## src/rtl/spi_sync_slave.sv

```systemverilog
// rtl/spi_sync_slave.sv - SPI mode-0 register slave with clk-domain synchronizers
`timescale 1ns/1ps
module spi_sync_slave #(
  parameter int SYNC_STAGES = 2
) (
  input  logic       clk,
  input  logic       resetn,
  input  logic       ss,
  input  logic       sclk,
  input  logic       mosi,
  output logic       miso,
  output logic       spioe,
  output logic [3:0] addr,
  output logic [7:0] wrtdata,
  input  logic [7:0] rddata,
  output logic       rdt,
  output logic       wrt
);

  typedef enum logic [1:0] {IDLE, ADDR, DATA, DONE} state_t;

  logic [SYNC_STAGES-1:0] ss_sync_q, sclk_sync_q, mosi_sync_q;
  logic                   sclk_dly_q;
  logic                   ss_s, sclk_s, mosi_s;
  logic                   sclk_rise, sclk_fall;

  state_t      state_q;
  logic [3:0]  cnt_q;
  logic [6:0]  in_sr_q;
  logic [7:0]  in_sr_d;
  logic [6:0]  out_sr_q;
  logic [1:0]  rd_step_q;
  logic        wr_q;
  logic        armed_q;
  logic        miso_q, rdt_q, wrt_q;
  logic [3:0]  addr_q;
  logic [7:0]  wrtdata_q;

  // Reset values make the synchronized view look like an idle bus (ss high, sclk low).
  always_ff @(posedge clk or negedge resetn) begin
    if (!resetn) begin
      ss_sync_q   <= '1;
      sclk_sync_q <= '0;
      mosi_sync_q <= '0;
      sclk_dly_q  <= 1'b0;
    end else begin
      ss_sync_q   <= {ss_sync_q[SYNC_STAGES-2:0], ss};
      sclk_sync_q <= {sclk_sync_q[SYNC_STAGES-2:0], sclk};
      mosi_sync_q <= {mosi_sync_q[SYNC_STAGES-2:0], mosi};
      sclk_dly_q  <= sclk_sync_q[SYNC_STAGES-1];
    end
  end

  assign ss_s      = ss_sync_q[SYNC_STAGES-1];
  assign sclk_s    = sclk_sync_q[SYNC_STAGES-1];
  assign mosi_s    = mosi_sync_q[SYNC_STAGES-1];
  assign sclk_rise = sclk_s & ~sclk_dly_q;
  assign sclk_fall = ~sclk_s & sclk_dly_q;
  assign in_sr_d   = {in_sr_q, mosi_s};

  // armed_q demands a seen-high ss before a frame, so reset never starts one mid-burst.
  always_ff @(posedge clk or negedge resetn) begin
    if (!resetn) begin
      state_q   <= IDLE;
      cnt_q     <= 4'd0;
      in_sr_q   <= 7'd0;
      out_sr_q  <= 7'd0;
      rd_step_q <= 2'd0;
      wr_q      <= 1'b0;
      armed_q   <= 1'b0;
      miso_q    <= 1'b0;
      rdt_q     <= 1'b0;
      wrt_q     <= 1'b0;
      addr_q    <= 4'h0;
      wrtdata_q <= 8'h00;
    end else if (ss_s) begin
      state_q   <= IDLE;
      cnt_q     <= 4'd0;
      rd_step_q <= 2'd0;
      armed_q   <= 1'b1;
      miso_q    <= 1'b0;
      rdt_q     <= 1'b0;
      wrt_q     <= 1'b0;
    end else begin
      case (state_q)
        IDLE: begin
          if (armed_q) begin
            state_q <= ADDR;
            cnt_q   <= 4'd0;
            miso_q  <= 1'b0;
            armed_q <= 1'b0;
          end
        end
        ADDR: begin
          if (sclk_rise) begin
            in_sr_q <= in_sr_d[6:0];
            cnt_q   <= cnt_q + 4'd1;
            if (cnt_q == 4'd7) begin
              addr_q    <= in_sr_d[3:0];
              wr_q      <= in_sr_d[7];
              rd_step_q <= in_sr_d[7] ? 2'd0 : 2'd1;
              state_q   <= DATA;
            end
          end
        end
        DATA: begin
          if (sclk_rise) begin
            in_sr_q <= in_sr_d[6:0];
            cnt_q   <= cnt_q + 4'd1;
            if (cnt_q == 4'd15) begin
              state_q <= DONE;
              miso_q  <= 1'b0;
              if (wr_q) begin
                wrtdata_q <= in_sr_d;
                wrt_q     <= 1'b1;
              end
            end
          end
          if (!wr_q) begin
            case (rd_step_q)
              2'd1: begin
                rdt_q     <= 1'b1;
                rd_step_q <= 2'd2;
              end
              2'd2: begin
                miso_q    <= rddata[7];
                out_sr_q  <= rddata[6:0];
                rd_step_q <= 2'd3;
              end
              // bit7 is already on miso for rise 9, so the fall right after rise 8 holds it.
              2'd3: begin
                if (sclk_fall && cnt_q != 4'd8) begin
                  miso_q   <= out_sr_q[6];
                  out_sr_q <= {out_sr_q[5:0], 1'b0};
                end
              end
              default: ;
            endcase
          end
        end
        DONE: ;
        default: state_q <= IDLE;
      endcase
    end
  end

  assign spioe   = ~ss_s;
  assign miso    = miso_q;
  assign rdt     = rdt_q;
  assign wrt     = wrt_q;
  assign addr    = addr_q;
  assign wrtdata = wrtdata_q;

endmodule

```

## config.mk

```make
export PLATFORM = sky130hd
export DESIGN_NAME = spi_sync_slave
export DESIGN_NICKNAME = d
export VERILOG_FILES = /design/src/rtl/spi_sync_slave.sv
export SDC_FILE = /design/constraint.sdc
export NUM_CORES = 1
export LEC_CHECK = 0
export BUFFER_PORTS_ARGS = -buffer_cell sky130_fd_sc_hd__buf_2
export CAP_MARGIN = 10
export CELL_PAD_IN_SITES_DETAIL_PLACEMENT = 0
export CELL_PAD_IN_SITES_GLOBAL_PLACEMENT = 1
export CORE_UTILIZATION = 49
export CTS_BUF_LIST = sky130_fd_sc_hd__clkbuf_16
export CTS_CLUSTER_SIZE = 40
export DETAILED_ROUTE_END_ITERATION = 8
export GPL_ROUTABILITY_DRIVEN = 0
export PLACE_DENSITY_LB_ADDON = 0.12
export SYNTH_ARGS = -nofsm -noshare
export SYNTH_HDL_FRONTEND = slang
export SYNTH_SLANG_ARGS = --single-unit
```

## constraint.sdc

```tcl
create_clock -name clk -period 3.6 [get_ports clk]
set_input_delay 0.18 -clock clk [delete_from_list [all_inputs] [get_ports clk]]
set_output_delay 0.18 -clock clk [all_outputs]
set_load 0.005 [all_outputs]
```

-- After elaboration in Yosys (flattened, before gate mapping)
Index checks and enable logic that the tools add are counted.
- equal/unequal tests: 18
- reduce and logical (&&, ||, !) cells: 24
- mux-type cells: 39
- bitwise gates (word level): 6
- add/subtract/negate cells: 1
- operator list (operator ; count):
    two-way mux 2 bit ; 10
    two-way mux 1 bit ; 18
    != test 3 bit (second input constant) ; 6
    AND reduction 5 bit ; 3
    case mux 7 bit (2 select lines) ; 1
    nonzero test 2 bit ; 7
    two-way mux 4 bit ; 3
    AND reduction 3 bit ; 3
    nonzero test 3 bit ; 3
    case mux 2 bit (2 select lines) ; 2
    case mux 4 bit (2 select lines) ; 1
    AND reduction 4 bit ; 2
    two-way mux 7 bit ; 1
    equality test 2 bit (second input constant) ; 3
    case mux 2 bit (3 select lines) ; 1
    AND reduction 6 bit ; 1
    adder 4 x 1 -> 4 bit (second input constant) ; 1
    equality test 2 x 1 -> 1 bit (second input constant) ; 2
    equality test 4 x 3 -> 1 bit (second input constant) ; 1
    equality test 4 bit (second input constant) ; 1
    != test 2 bit (second input constant) ; 2
    != test 4 x 2 -> 1 bit (second input constant) ; 1
    != test 4 bit (second input constant) ; 1
    NOT 1 bit ; 4
    other kinds (8) ; 10
- output and inout port bits: 16
- bits of input ports: 13
- register bits after elaboration: 46

-- Longest topological paths before layout
Gate-level depths: netlist of run 1.
- depth after elaboration: 8
- depth in mapped cells: 8
- gate-level depth less buffers: 6

-- Worst setup path before layout of run 1
OpenSTA, ideal clock, no wires.
- path type: register to register
- from: reg state_q[0]
- to: reg wrtdata_q[0], in the netlist wrtdata[0]
- buffers on the path: 2
- data required time: 3.475 ns
- cell stages (with the launch flop): 8
- data arrival time: 1.732 ns
- slack: 1.743 ns
- cells stage by stage: dfrtp_1 -> inv_1 -> ha_1 -> clkbuf_1 -> nand2b_1 -> or3_1 -> buf_4 -> mux2_4
- cells in the longest elaborated chain, start to end: 2
- ends and longest elaborated chain (what ; RTL line ; text):
    from (decl) ; 27 ; state_t state_q;
    from (signal assigned) ; 64 ; state_q <= IDLE;
    from (signal assigned) ; 77 ; state_q <= IDLE;
    from (signal assigned) ; 88 ; state_q <= ADDR;
    equality test 2 bit ; 85 ; case (state_q)
    AND reduction 5 bit (no source line) ; n/a ;
    to (signal assigned) ; 114 ; wrtdata_q <= in_sr_d;
    to (decl) ; 37 ; logic [7:0] wrtdata_q;
No other way between the ends.
A chain may end at the register's enable or synchronous reset.

-- Worst setup path in the final report of run 1
- from: reg rd_step_q[1]
- to: reg out_sr_q[0]
- cells in the longest elaborated chain, start to end: 3
- elaborated cells between the ends (all ways): 6
- those cells by class: eq/ne (3); mux (1); reduce/logical (2)
- ends and longest elaborated chain (what ; RTL line ; text):
    from (decl) ; 32 ; logic [1:0] rd_step_q;
    from (signal assigned) ; 101 ; rd_step_q <= in_sr_d[7] ? 2'd0 : 2'd1;
    equality test 2 bit ; 120 ; case (rd_step_q)
    != test 2 bit (no source line) / nonzero test 2 bit (equally long branches) ; n/a ;
    AND reduction 5 bit (no source line) ; n/a ;
    to (signal assigned) ; 127 ; out_sr_q <= rddata[6:0];
    to (signal assigned) ; 134 ; out_sr_q <= {out_sr_q[5:0], 1'b0};
    to (decl) ; 31 ; logic [6:0] out_sr_q;
Several ways; a longest one is shown, not always the timed one.

==> flow_metrics.env, run 1 <==
export IMPL_cts_tree="done"
export IMPL_crit_start="rd_step_q[1]"
export IMPL_route_top_layer_used="met4"
export IMPL_grt_start_max_net_pins=47
export IMPL_first_global_vias=1447
export IMPL_p_comb_frac=0.215
export IMPL_slowest_delay_ns=0.71
export IMPL_grt_first_pass_wirelength_um=6969
export IMPL_syn_inst=180
export IMPL_critPathLaunchType="flip-flop"
export IMPL_period_share=0.6396
export IMPL_yosys_area_top_type="dfrtp_1"
export IMPL_placed_cells=250
export IMPL_drt_initial_drc_count=83
export IMPL_num_vias=1473
export IMPL_power_per_cell_area_nw_per_um2=574.4
export IMPL_hold_buffers=2
export IMPL_insertion_delay_ns=0.28
export IMPL_p_sw_uw=417.0
export IMPL_cp_required_ns=3.77
export IMPL_fp_dieH_um=68.22
export IMPL_outcome="complete, no violations"
export IMPL_yosys_warnings=0
export IMPL_stdcell_count=261
export IMPL_finalSetupViolations=0
export IMPL_internal_power_mw=1.023
export IMPL_drv_slew=0
export IMPL_overflow=0
export IMPL_skew_ns=0.005538
export IMPL_htreeDepth=2
export IMPL_dieArea_sq_um=4653
export IMPL_power_frac_seq=0.434
export IMPL_reg2reg_from="rd_step_q[1]"
export IMPL_vias_per_cell=5.644
export IMPL_p_total_mw=1.440
export IMPL_avgSynthCellArea_sq_um=11.94
export IMPL_cp_num_cells=5
export IMPL_ys_flop_type="dfrtp_1"
export IMPL_critical_path_top_delay_family="compound AO/OA/AOI/OAI gates"
export IMPL_netSwitchingFraction=0.2895
export IMPL_start_util=0.5220
export IMPL_yosysUniqueCellTypes=40
export IMPL_synth_seq_area_share=0.5370
export IMPL_critPathSlowestCell="o32ai_2"
export IMPL_max_slew_worst_pin_slew_ns=0.9848
export IMPL_yosys_area_top_type_share=0.5125
export IMPL_hpwl_um=2882
export IMPL_path_class="flip-flop to flip-flop"
export IMPL_cts_setup_buffers=0
export IMPL_p_clk_frac=0.351
export IMPL_diodes=0
export IMPL_crit_arrival_ns=2.47
export IMPL_ys_ff_latch=46
export IMPL_cts_resized=0
export IMPL_synth_area_sq_um=2148
export IMPL_ios=29
export IMPL_drive_gt1_frac=0.2891
export IMPL_area_growth_pct=16.71
export IMPL_worst_setup_path_end_kind="flip-flop"
export IMPL_p_leak_nw=1.200
export IMPL_path_buf_inv=0
export IMPL_rsz0062_at_grt="false"
export IMPL_final_net_count=231
export IMPL_max_slew_margin=0.3435
export IMPL_firstDrtPassIters=4
export IMPL_drtAntennaViolNets=0
export IMPL_multi_input_area_sq_um=913.4
export IMPL_path_cells="ha_1, nand2_1, o32ai_2, nand2_1, mux2_2"
export IMPL_rows=23
export IMPL_cpMostUsedCell="nand2_1"
export IMPL_totalWireLength_um=4161
export IMPL_min_period_ns=2.303
export IMPL_cts_made_buffers=5
export IMPL_r2r_setup_slack_ns=1.30
export IMPL_cp_endpoint="out_sr_q[0]"
export IMPL_io_buffer_count=28
export IMPL_fill_cells=340
export IMPL_worstPathMaxFanout=14
export IMPL_synthArstFlopShare=1.000
export IMPL_met1Wirelength_um=2028
export IMPL_wl_per_cell_um=15.94
export IMPL_drv_cap=0
export IMPL_grt_util_all_layers=0.2105
export IMPL_synth_edff_count=0
export IMPL_syn_nets=201
export IMPL_route_detailed_drc=0
export IMPL_met2WireLength_um=1926
export IMPL_min_path_type="primary input to asynchronous set/reset pin"
export IMPL_seq_area_sq_um=1154
export IMPL_ff2ff_path_depth=5
export IMPL_irDropWorstVdd_v=0.0003352
export IMPL_synth_area_leaders="dfrtp_1, mux2_2, mux2_4"
export IMPL_core_area_sq_um=4115
export IMPL_antenna_found_initial=0
export IMPL_clk_pin_slew_worst_paths_ns=0.06
export IMPL_finalHoldViolCount=0
export IMPL_dr_wl_met3_um=166
export IMPL_clock_sinks=46
export IMPL_setup_tns_final_ns=0
export IMPL_die_x_um=68.22
export IMPL_clockBufferDepth=2
export IMPL_clockRootBuffer="clkbuf_16"
export IMPL_reg2reg_to="out_sr_q[0]"
export IMPL_max_freq_mhz=434.3
[layout make-up]
cell class | instances | area share
clock inverter | 3 | 0.01497
sequential | 46 | 0.4601
inverter | 12 | 0.01796
clock buffer | 5 | 0.04990
timing repair buffer | 31 | 0.06786
multi-input combinational | 114 | 0.3643
tap | 50 | 0.02495
[how the worst min path moves through the flow]
stage	from	endpoint	slack (ns)	cells after the start
6_report	resetn	cnt_q[3]	0.06	1
5_1_grt	resetn	wrtdata[4]	0.14	1
4_1_cts	mosi	mosi_sync_q[0]	0.002	1
3_5_place_dp	ss	ss_sync_q[0]	0.29	1
3_3_place_gp	ss	ss_sync_q[0]	0.29	1
2_1_floorplan	resetn	addr[0]	-0.12	0
[synth_stat cells, types with 2 or more instances]
cell and n:
and2_1 2, or4_1 2, nand2_1 9, o21ai_0 11
clkbuf_1 5, nand3_1 4, mux2i_1 6, inv_1 12
nor2b_1 3, nor3_1 4, a21oi_1 10, mux2_2 14
dfrtp_1 44, a31oi_1 7, buf_2 2, dfstp_2 2
nor2_1 2, ha_1 8, nand2b_1 5, mux2_4 8
[power by group through the flow]
stage	Sequential [mW]	Combinational (mW)	Clock, mW
5_1_grt	0.634	0.350	0.538
3_3_place_gp	0.626	0.295	0
6_report	0.625	0.309	0.506
3_5_place_dp	0.634	0.303	0
4_1_cts	0.624	0.307	0.518
2_1_floorplan	0.616	0.236	0
[routing by layer]
layer	vias to the layer above	track usage
met5	-	0
met2	28	0.3088
met1	729	0.2953
li1	712	-
met4	0	0.07813
met3	4	0.05833
[registers in the layout, indices dropped and copies added, names as in the netlist, 2 cells and up]
signal       cells
addr             4
sclk_sync_q      2
rd_step_q        2
state_q          2
wrtdata          8
cnt_q            4
mosi_sync_q      2
out_sr_q         7
in_sr_q          7
ss_sync_q        2
[metrics by stage]
| stage | hold WS [ns] | area (sq um) | utilization | setup WS [ns] |
|---|---|---|---|---|
| 3_3_place_gp | 0.2855 | 2315 | 0.5625 | 1.488 |
| 5_1_grt | 0.1436 | 2507 | 0.6093 | 1.086 |
| 3_5_place_dp | 0.2863 | 2315 | 0.5625 | 1.328 |
| 6_report | 0.05895 | 2507 | 0.6093 | 1.297 |
| 2_1_floorplan | -0.1156 | 2148 | - | 1.743 |
| 4_1_cts | 0.002283 | 2497 | 0.6069 | 1.293 |
[worst register-to-register path: cells and delay by family (launching register included)]
| kind | cells | cell delay [ns] |
|---|---|---|
| AND/OR/NAND/NOR | 2 | 0.28 |
| AO/OA/AOI/OAI | 1 | 0.71 |
| multiplexers | 1 | 0.31 |
| adder cells (fa/ha/maj) | 1 | 0.49 |
| flip-flops | 1 | 0.41 |
[cells by family (layout without fill, tap and decap cells)]
logic type / after synthesis / in the layout / synth area share
AOI/OAI and AO/OA: 42 / 42 / 0.1299
adders and majority gates: 8 / 8 / 0.04659
buffers and inverters: 20 / 51 / 0.03786
DFF: 46 / 46 / 0.5370
muxes: 28 / 28 / 0.1573
and+or+nand+nor: 36 / 36 / 0.09144
[layout by cell type, fill, tap and decap left out, types with 2 or more instances in the layout]
| master | instances |
|---|---|
| mux2_4 | 8 |
| inv_1 | 13 |
| nand2b_1 | 5 |
| dfstp_2 | 2 |
| nor3_1 | 4 |
| nor2b_1 | 3 |
| or4_1 | 2 |
| a21oi_1 | 10 |
| dfrtp_1 | 44 |
| buf_2 | 28 |
| clkbuf_16 | 5 |
| dlygate4sd3_1 | 3 |
| nor2_1 | 2 |
| nand2_1 | 9 |
| and2_1 | 2 |
| o21ai_0 | 11 |
| a31oi_1 | 7 |
| mux2_2 | 14 |
| mux2i_1 | 6 |
| ha_1 | 8 |
| nand3_1 | 4 |
Note: power is estimated with default switching activity, not from simulation.
==> run 2: changes to the inputs <==
--- a/config.mk
+++ b/config.mk
@@ -5,11 +5,12 @@
 export SDC_FILE = /design/constraint.sdc
 export NUM_CORES = 1
 export LEC_CHECK = 0
+export ABC_AREA = 1
 export BUFFER_PORTS_ARGS = -buffer_cell sky130_fd_sc_hd__buf_2
 export CAP_MARGIN = 10
 export CELL_PAD_IN_SITES_DETAIL_PLACEMENT = 0
 export CELL_PAD_IN_SITES_GLOBAL_PLACEMENT = 1
-export CORE_UTILIZATION = 49
+export CORE_UTILIZATION = 38
 export CTS_BUF_LIST = sky130_fd_sc_hd__clkbuf_16
 export CTS_CLUSTER_SIZE = 40
 export DETAILED_ROUTE_END_ITERATION = 8
==> constraint.sdc (replaced) <==
create_clock -name clk -period 2.1 [get_ports clk]
set_input_delay 0.105 -clock clk [delete_from_list [all_inputs] [get_ports clk]]
set_output_delay 0.105 -clock clk [all_outputs]
set_load 0.005 [all_outputs]
==> run 2 against run 1 <==
Net effect:
- maximum frequency increased by 41%
- worst setup slack worse by 0.83 ns
- register-to-register slack lost 0.83 ns
- clock-buffer cell count stayed put
- via count increased by 6.9%
- combinational power rose by 80%
- final cell count increased by 34%
- clock power grew 76%
- clock skew increased by 0.0012 ns
- critical path type unchanged
- critical endpoint is now wrtdata[5]
==> flow_metrics.env, run 2 <==
export IMPL_cp_required_ns=2.26
export IMPL_cts_tree="done"
export IMPL_min_period_ns=1.630
export IMPL_critPathLaunchType="flip-flop"
export IMPL_worst_setup_path_end_kind="flip-flop"
export IMPL_largest_register_ff_count=8
export IMPL_dieArea_sq_um=5877
export IMPL_totalWireLength_um=3966
export IMPL_yosys_area_top_type_share=0.5198
export IMPL_ys_ff_latch=46
export IMPL_period_share=0.7763
export IMPL_layout_commonest_cell="nand2_1"
export IMPL_outcome="complete, no violations"
export IMPL_wl_per_cell_um=11.36
export IMPL_max_slew_margin=0.5031
export IMPL_clockBufferDepth=2
export IMPL_synth_area_sq_um=2118
export IMPL_skew_ns=0.006772
export IMPL_placed_cells=337
export IMPL_cts_made_buffers=5
export IMPL_post_synth_top_count_cell="nand2_1"
export IMPL_overflow=0
export IMPL_first_global_vias=1522
export IMPL_rsz0062_at_grt="false"
export IMPL_final_cell_mix="nand2_1, dfrtp_1, inv_1"
export IMPL_finalSetupViolations=0
export IMPL_syn_inst=240
export IMPL_diodes=0
export IMPL_fp_dieH_um=76.66
export IMPL_postPlaceCellArea_sq_um=2341
export IMPL_synthArstFlopShare=1.000
export IMPL_drv_cap=0
export IMPL_avgSynthCellArea_sq_um=8.826
export IMPL_drv_slew=0
export IMPL_core_area_sq_um=5238
export IMPL_crit_arrival_ns=1.79
export IMPL_synth_area_leaders="dfrtp_1, nand2_1, o21ai_0"
export IMPL_num_vias=1575
export IMPL_synth_seq_area_share=0.5446
export IMPL_p_leak_nw=1.294
export IMPL_p_total_mw=2.557
export IMPL_yosys_warnings=0
export IMPL_ys_flop_type="dfrtp_1"
export IMPL_finalHoldViolCount=0
export IMPL_min_path_type="primary input to flip-flop"
export IMPL_cts_resized=0
export IMPL_irDropWorstVdd_v=0.0003891
export IMPL_max_slew_worst_pin_slew_ns=0.7453
export IMPL_clockRootBuffer="clkbuf_16"
export IMPL_path_class="flip-flop to flip-flop"
export IMPL_insertion_delay_ns=0.28
export IMPL_synth_commonest_cells="nand2_1, dfrtp_1, inv_1"
export IMPL_yosysUniqueCellTypes=23
export IMPL_max_freq_mhz=613.4
export IMPL_drtAntennaViolNets=0
export IMPL_antenna_found_initial=0
export IMPL_grt_start_max_net_pins=34
export IMPL_clock_sinks=46
export IMPL_syn_nets=261
export IMPL_drt_initial_drc_count=60
export IMPL_vias_per_cell=4.513
export IMPL_grt_util_all_layers=0.1515
export IMPL_area_growth_pct=20.38
export IMPL_clk_pin_slew_worst_paths_ns=0.06
export IMPL_drive_gt1_frac=0.2079
export IMPL_htreeDepth=2
export IMPL_yosys_area_top_type="dfrtp_1"
export IMPL_start_util=0.4044
export IMPL_hpwl_um=2804
export IMPL_power_per_cell_area_nw_per_um2=1003
export IMPL_io_buffer_count=28
export IMPL_setup_tns_final_ns=0
export IMPL_rows=26
export IMPL_worstPathMaxFanout=17
export IMPL_ios=29
export IMPL_hold_buffers=4
export IMPL_firstDrtPassIters=4
export IMPL_grt_first_pass_wirelength_um=7044
export IMPL_die_x_um=76.66
export IMPL_timing_hold_ws_ns=0.09646
export IMPL_route_detailed_drc=0
export IMPL_stdcell_count=349
export IMPL_design_area_sq_um=2550
export IMPL_synth_edff_count=0
export IMPL_final_net_count=299
export IMPL_cts_setup_buffers=0
run 2: cell types whose count changed after synthesis, sizes merged, moves of 4 or more:
cell,previous run,this run
nand2,9,72
o21ai,11,41
inv,12,35
mux2,22,0
nor2,3,15
nand3,4,15
a21oi,10,2
a31oi,7,0
mux2i,6,0
nand2b,5,0
clkbuf,5,1
nor3,4,0
run 2: cells by family (layout without fill, tap and decap cells):
group | count (synthesis) | after routing | synth area share
flip-flops | 46 | 46 | 0.5446
AND/OR/NAND/NOR | 103 | 103 | 0.2121
buffers and inverters | 38 | 77 | 0.07147
XOR/XNOR | 1 | 1 | 0.004135
adder cells (fa/ha/maj) | 8 | 8 | 0.04726
AO/OA/AOI/OAI | 44 | 44 | 0.1205
run 2: path summary, 6_finish.rpt:
kind / start / end / slack [ns] / depth (start not counted)
max: state_q[0] / wrtdata[5] / 0.47 / 7
min: rddata[0] / out_sr_q[0] / 0.1 / 3
max reg2reg: state_q[0] / wrtdata[5] / 0.47 / 7
min reg2reg: mosi_sync_q[0] / mosi_sync_q[1] / 0.35 / 0
max in group asynchronous: resetn / wrtdata[6] / 1.05 / 3
min in group asynchronous: resetn / miso / 0.42 / 2
run 2: layout make-up:
cell class,count,area [sq um]
clock buffer,5,125.1
clock inverter,3,43.79
fill,521,2688
inverter,35,131.4
multi-input combinational,156,813.3
sequential,46,1154
tap,70,87.58
timing repair buffer,34,195.2
run 2: layer usage:
| metal | vias up | track usage | part of all wire | wire length, um |
|---|---|---|---|---|
| met5 | - | 0 | 0 | 0 |
| met4 | 0 | 0.04615 | 0.0053 | 21 |
| met3 | 2 | 0.03095 | 0.030 | 120 |
| met2 | 27 | 0.2286 | 0.43 | 1696 |
| met1 | 714 | 0.2186 | 0.54 | 2128 |
| li1 | 832 | - | - | - |
run 2: worst max-delay path: stages, from the launching register on:
cell and delay, ns:
dfrtp_1 0.40, inv_1 0.09, ha_1 0.14, inv_1 0.09
nor2_2 0.30, nand3_4 0.28, nand2_1 0.15, o21ai_2 0.06
run 2: through the flow:
stage / utilization / setup slack [ns]
final: 0.4869 / 0.4697
after global routing: 0.4869 / 0.2418
after CTS: 0.4869 / 0.4656
after detailed placement: 0.4470 / 0.4980
after global placement: 0.4470 / 0.5011
after floorplan: - / 0.6928
run 2: power by group:
| group | leakage (nW) | internal (mW) | switching (mW) |
|---|---|---|---|
| Combinational | 0.628 | 0.186 | 0.371 |
| Sequential | 0.582 | 1.03 | 0.0785 |
| Clock | 0.0842 | 0.563 | 0.330 |
==> run 3: changes to the inputs <==
--- a/config.mk
+++ b/config.mk
@@ -10,7 +10,7 @@
 export CAP_MARGIN = 10
 export CELL_PAD_IN_SITES_DETAIL_PLACEMENT = 0
 export CELL_PAD_IN_SITES_GLOBAL_PLACEMENT = 1
-export CORE_UTILIZATION = 38
+export CORE_UTILIZATION = 43
 export CTS_BUF_LIST = sky130_fd_sc_hd__clkbuf_16
 export CTS_CLUSTER_SIZE = 40
 export DETAILED_ROUTE_END_ITERATION = 8
==> constraint.sdc (replaced) <==
create_clock -name clk -period 1.7 [get_ports clk]
set_input_delay 0.085 -clock clk [delete_from_list [all_inputs] [get_ports clk]]
set_output_delay 0.085 -clock clk [all_outputs]
set_load 0.005 [all_outputs]
==> run 3 against run 2 <==
Net effect:
- worst hold slack worse by 0.034 ns
- critical path type unchanged
- worst setup slack worse by 0.29 ns
- die area down 11%
- sequential power up 23%
- flip-flop and latch count unchanged
- clock-buffer cell count unchanged
- clock power up 7.6%
- first-iteration DRC count up 6.7%
- sequential share of layout area about the same
==> flow_metrics.env, run 3 (same netlist as run 2, synthesis figures left out) <==
export IMPL_clockRootBuffer="clkbuf_16"
export IMPL_cpMostUsedCell="inv_1"
export IMPL_cts_setup_buffers=0
export IMPL_totalWireLength_um=3847
export IMPL_utilization=0.5396
export IMPL_gr_usage_met2=0.2378
export IMPL_largest_register_ff_count=8
export IMPL_hpwl_um=2785
export IMPL_drv_slew=0
export IMPL_ff2ff_path_depth=9
export IMPL_crit_arrival_ns=1.68
export IMPL_core_area_sq_um=4723
export IMPL_grt_busiest_layer="met1"
export IMPL_reg2reg_from="state_q[1]"
export IMPL_r2r_setup_slack_ns=0.18
export IMPL_htreeDepth=2
export IMPL_diodes=0
export IMPL_fill_cells=436
export IMPL_max_slew_margin=0.6332
export IMPL_finalSetupViolations=0
export IMPL_route_detailed_drc=0
export IMPL_firstDrtPassIters=4
export IMPL_io_buffer_count=28
export IMPL_dieArea_sq_um=5211
export IMPL_slowest_delay_ns=0.37
export IMPL_critPathLaunchType="flip-flop"
export IMPL_fp_dieH_um=72.19
export IMPL_drt_initial_drc_count=64
export IMPL_cts_made_buffers=5
export IMPL_drive_gt1_frac=0.2186
export IMPL_path_class="flip-flop to flip-flop"
export IMPL_cts_tree="done"
export IMPL_power_per_cell_area_nw_per_um2=1200
export IMPL_clockBufferDepth=2
export IMPL_start_util=0.4485
export IMPL_drv_cap=0
export IMPL_irDropWorstVdd_v=0.0006281
export IMPL_antenna_found_initial=0
export IMPL_num_vias=1586
export IMPL_outcome="complete, no violations"
export IMPL_min_path_type="primary input to flip-flop"
export IMPL_grt_util_all_layers=0.1709
export IMPL_final_cell_mix="nand2_1, dfrtp_1, inv_1"
export IMPL_rsz0062_at_grt="false"
export IMPL_critical_path_top_delay_family="simple AND/OR/NAND/NOR gates"
export IMPL_min_from="rddata[0]"
export IMPL_final_net_count=299
export IMPL_period_share=0.8947
export IMPL_finalHoldViolCount=0
export IMPL_vias_per_cell=4.584
export IMPL_path_buf_inv=3
export IMPL_rows=25
export IMPL_grtUsageMet1=0.2475
export IMPL_max_slew_worst_pin_slew_ns=0.5502
export IMPL_first_global_vias=1402
export IMPL_layout_commonest_cell="nand2_1"
export IMPL_setup_tns_final_ns=0
export IMPL_hold_end="out_sr_q[0]"
export IMPL_ios=29
export IMPL_cp_num_cells=9
export IMPL_wl_per_cell_um=11.12
export IMPL_worstPathMaxFanout=7
export IMPL_area_growth_pct=20.32
export IMPL_grt_first_pass_wirelength_um=6637
export IMPL_cp_required_ns=1.86
export IMPL_p_leak_nw=1.283
export IMPL_skew_ns=0.005621
export IMPL_drtAntennaViolNets=0
export IMPL_min_period_ns=1.521
export IMPL_grt_use_met3=0.05139
export IMPL_reg2reg_to="cnt_q[2]"
export IMPL_max_freq_mhz=657.5
export IMPL_clk_pin_slew_worst_paths_ns=0.06
export IMPL_overflow=0
export IMPL_worst_setup_path_end_kind="flip-flop"
export IMPL_clock_sinks=46
export IMPL_grt_start_max_net_pins=25
export IMPL_insertion_delay_ns=0.29
export IMPL_path_cells="inv_1, ha_1, inv_1, nor2_2, inv_1, nor2_2, nor2_4, nand3_1, o21ai_0"
export IMPL_min_delay_path_depth=3
export IMPL_die_x_um=72.19
export IMPL_critPathSlowestCell="dfrtp_1"
## run 3: cell count changes in the layout (fill, tap and decap cells not counted)
cell / delta
ha_2: +1
ha_1: -1
nand2_2: +1
nor2_4: +1
nor2_1: -1
nand2_1: -1
clkinvlp_4: +1
bufinv_16: -1
buf_4: -1
clkinv_4: +1
inv_6: -1
buf_12: +1
## run 3: area by class of cell
class,instances,area (sq um),share of cell area
Clock buffer,5,125.1,0.04909
Clock inverter,3,21.27,0.008346
Inverter,35,131.4,0.05155
Multi-Input combinational cell,156,825.8,0.3240
Sequential cell,46,1154,0.4526
Tap cell,67,83.83,0.03289
Timing Repair Buffer,34,207.7,0.08149
## run 3: power breakdown
| group | internal (mW) | leakage, nW | switching, mW |
|---|---|---|---|
| registers | 1.27 | 0.582 | 0.0958 |
| logic | 0.259 | 0.631 | 0.472 |
| clock network | 0.544 | 0.0698 | 0.417 |
| total | 2.07 | 1.28 | 0.985 |
## run 3: worst register-to-register path, stage by stage (launching register included)
cell and delay [ns]:
dfrtp_1 0.37, inv_1 0.07, ha_1 0.27, inv_1 0.05, nor2_2 0.18, inv_1 0.10
nor2_2 0.15, nor2_4 0.07, nand3_1 0.06, o21ai_0 0.08
## run 3: how the worst max path moves through the flow
stage / slack (ns) / endpoint / startpoint
2_1_floorplan: 0.29 / cnt_q[0] / state_q[0]
3_3_place_gp: 0.11 / wrtdata[0] / state_q[0]
3_5_place_dp: 0.11 / wrtdata[0] / state_q[0]
4_1_cts: 0.09 / wrtdata[0] / state_q[0]
5_1_grt: 0.03 / addr[1] / state_q[1]
6_report: 0.18 / cnt_q[2] / state_q[1]
## run 3: per-layer routing
metal / routed length, um / vias to the layer above
met5: 0 / -
met4: 53 / 0
met3: 163 / 5
met2: 1628 / 35
met1: 2001 / 710
li1: - / 836
## run 3: what timing repair did
item | in CTS | in global routing
gates resized for setup | 0 | 4
hold buffers | 4 | 0
hold endpoints to repair | 23 | 0
endpoints found under the setup margin | 0 | 26
## run 3: stage by stage
step	hold slack, ns	area, sq um	total power [mW]	instances	worst slack, ns
finish	0.06273	2549	3.058	346	0.1790
global route	0.08110	2549	3.283	346	0.03298
CTS	0.06120	2536	3.080	346	0.08618
detailed placement	0.1086	2350	2.102	334	0.1084
global placement	0.1044	2350	2.106	334	0.1079
floorplan	-0.2106	2118	1.892	240	0.2928
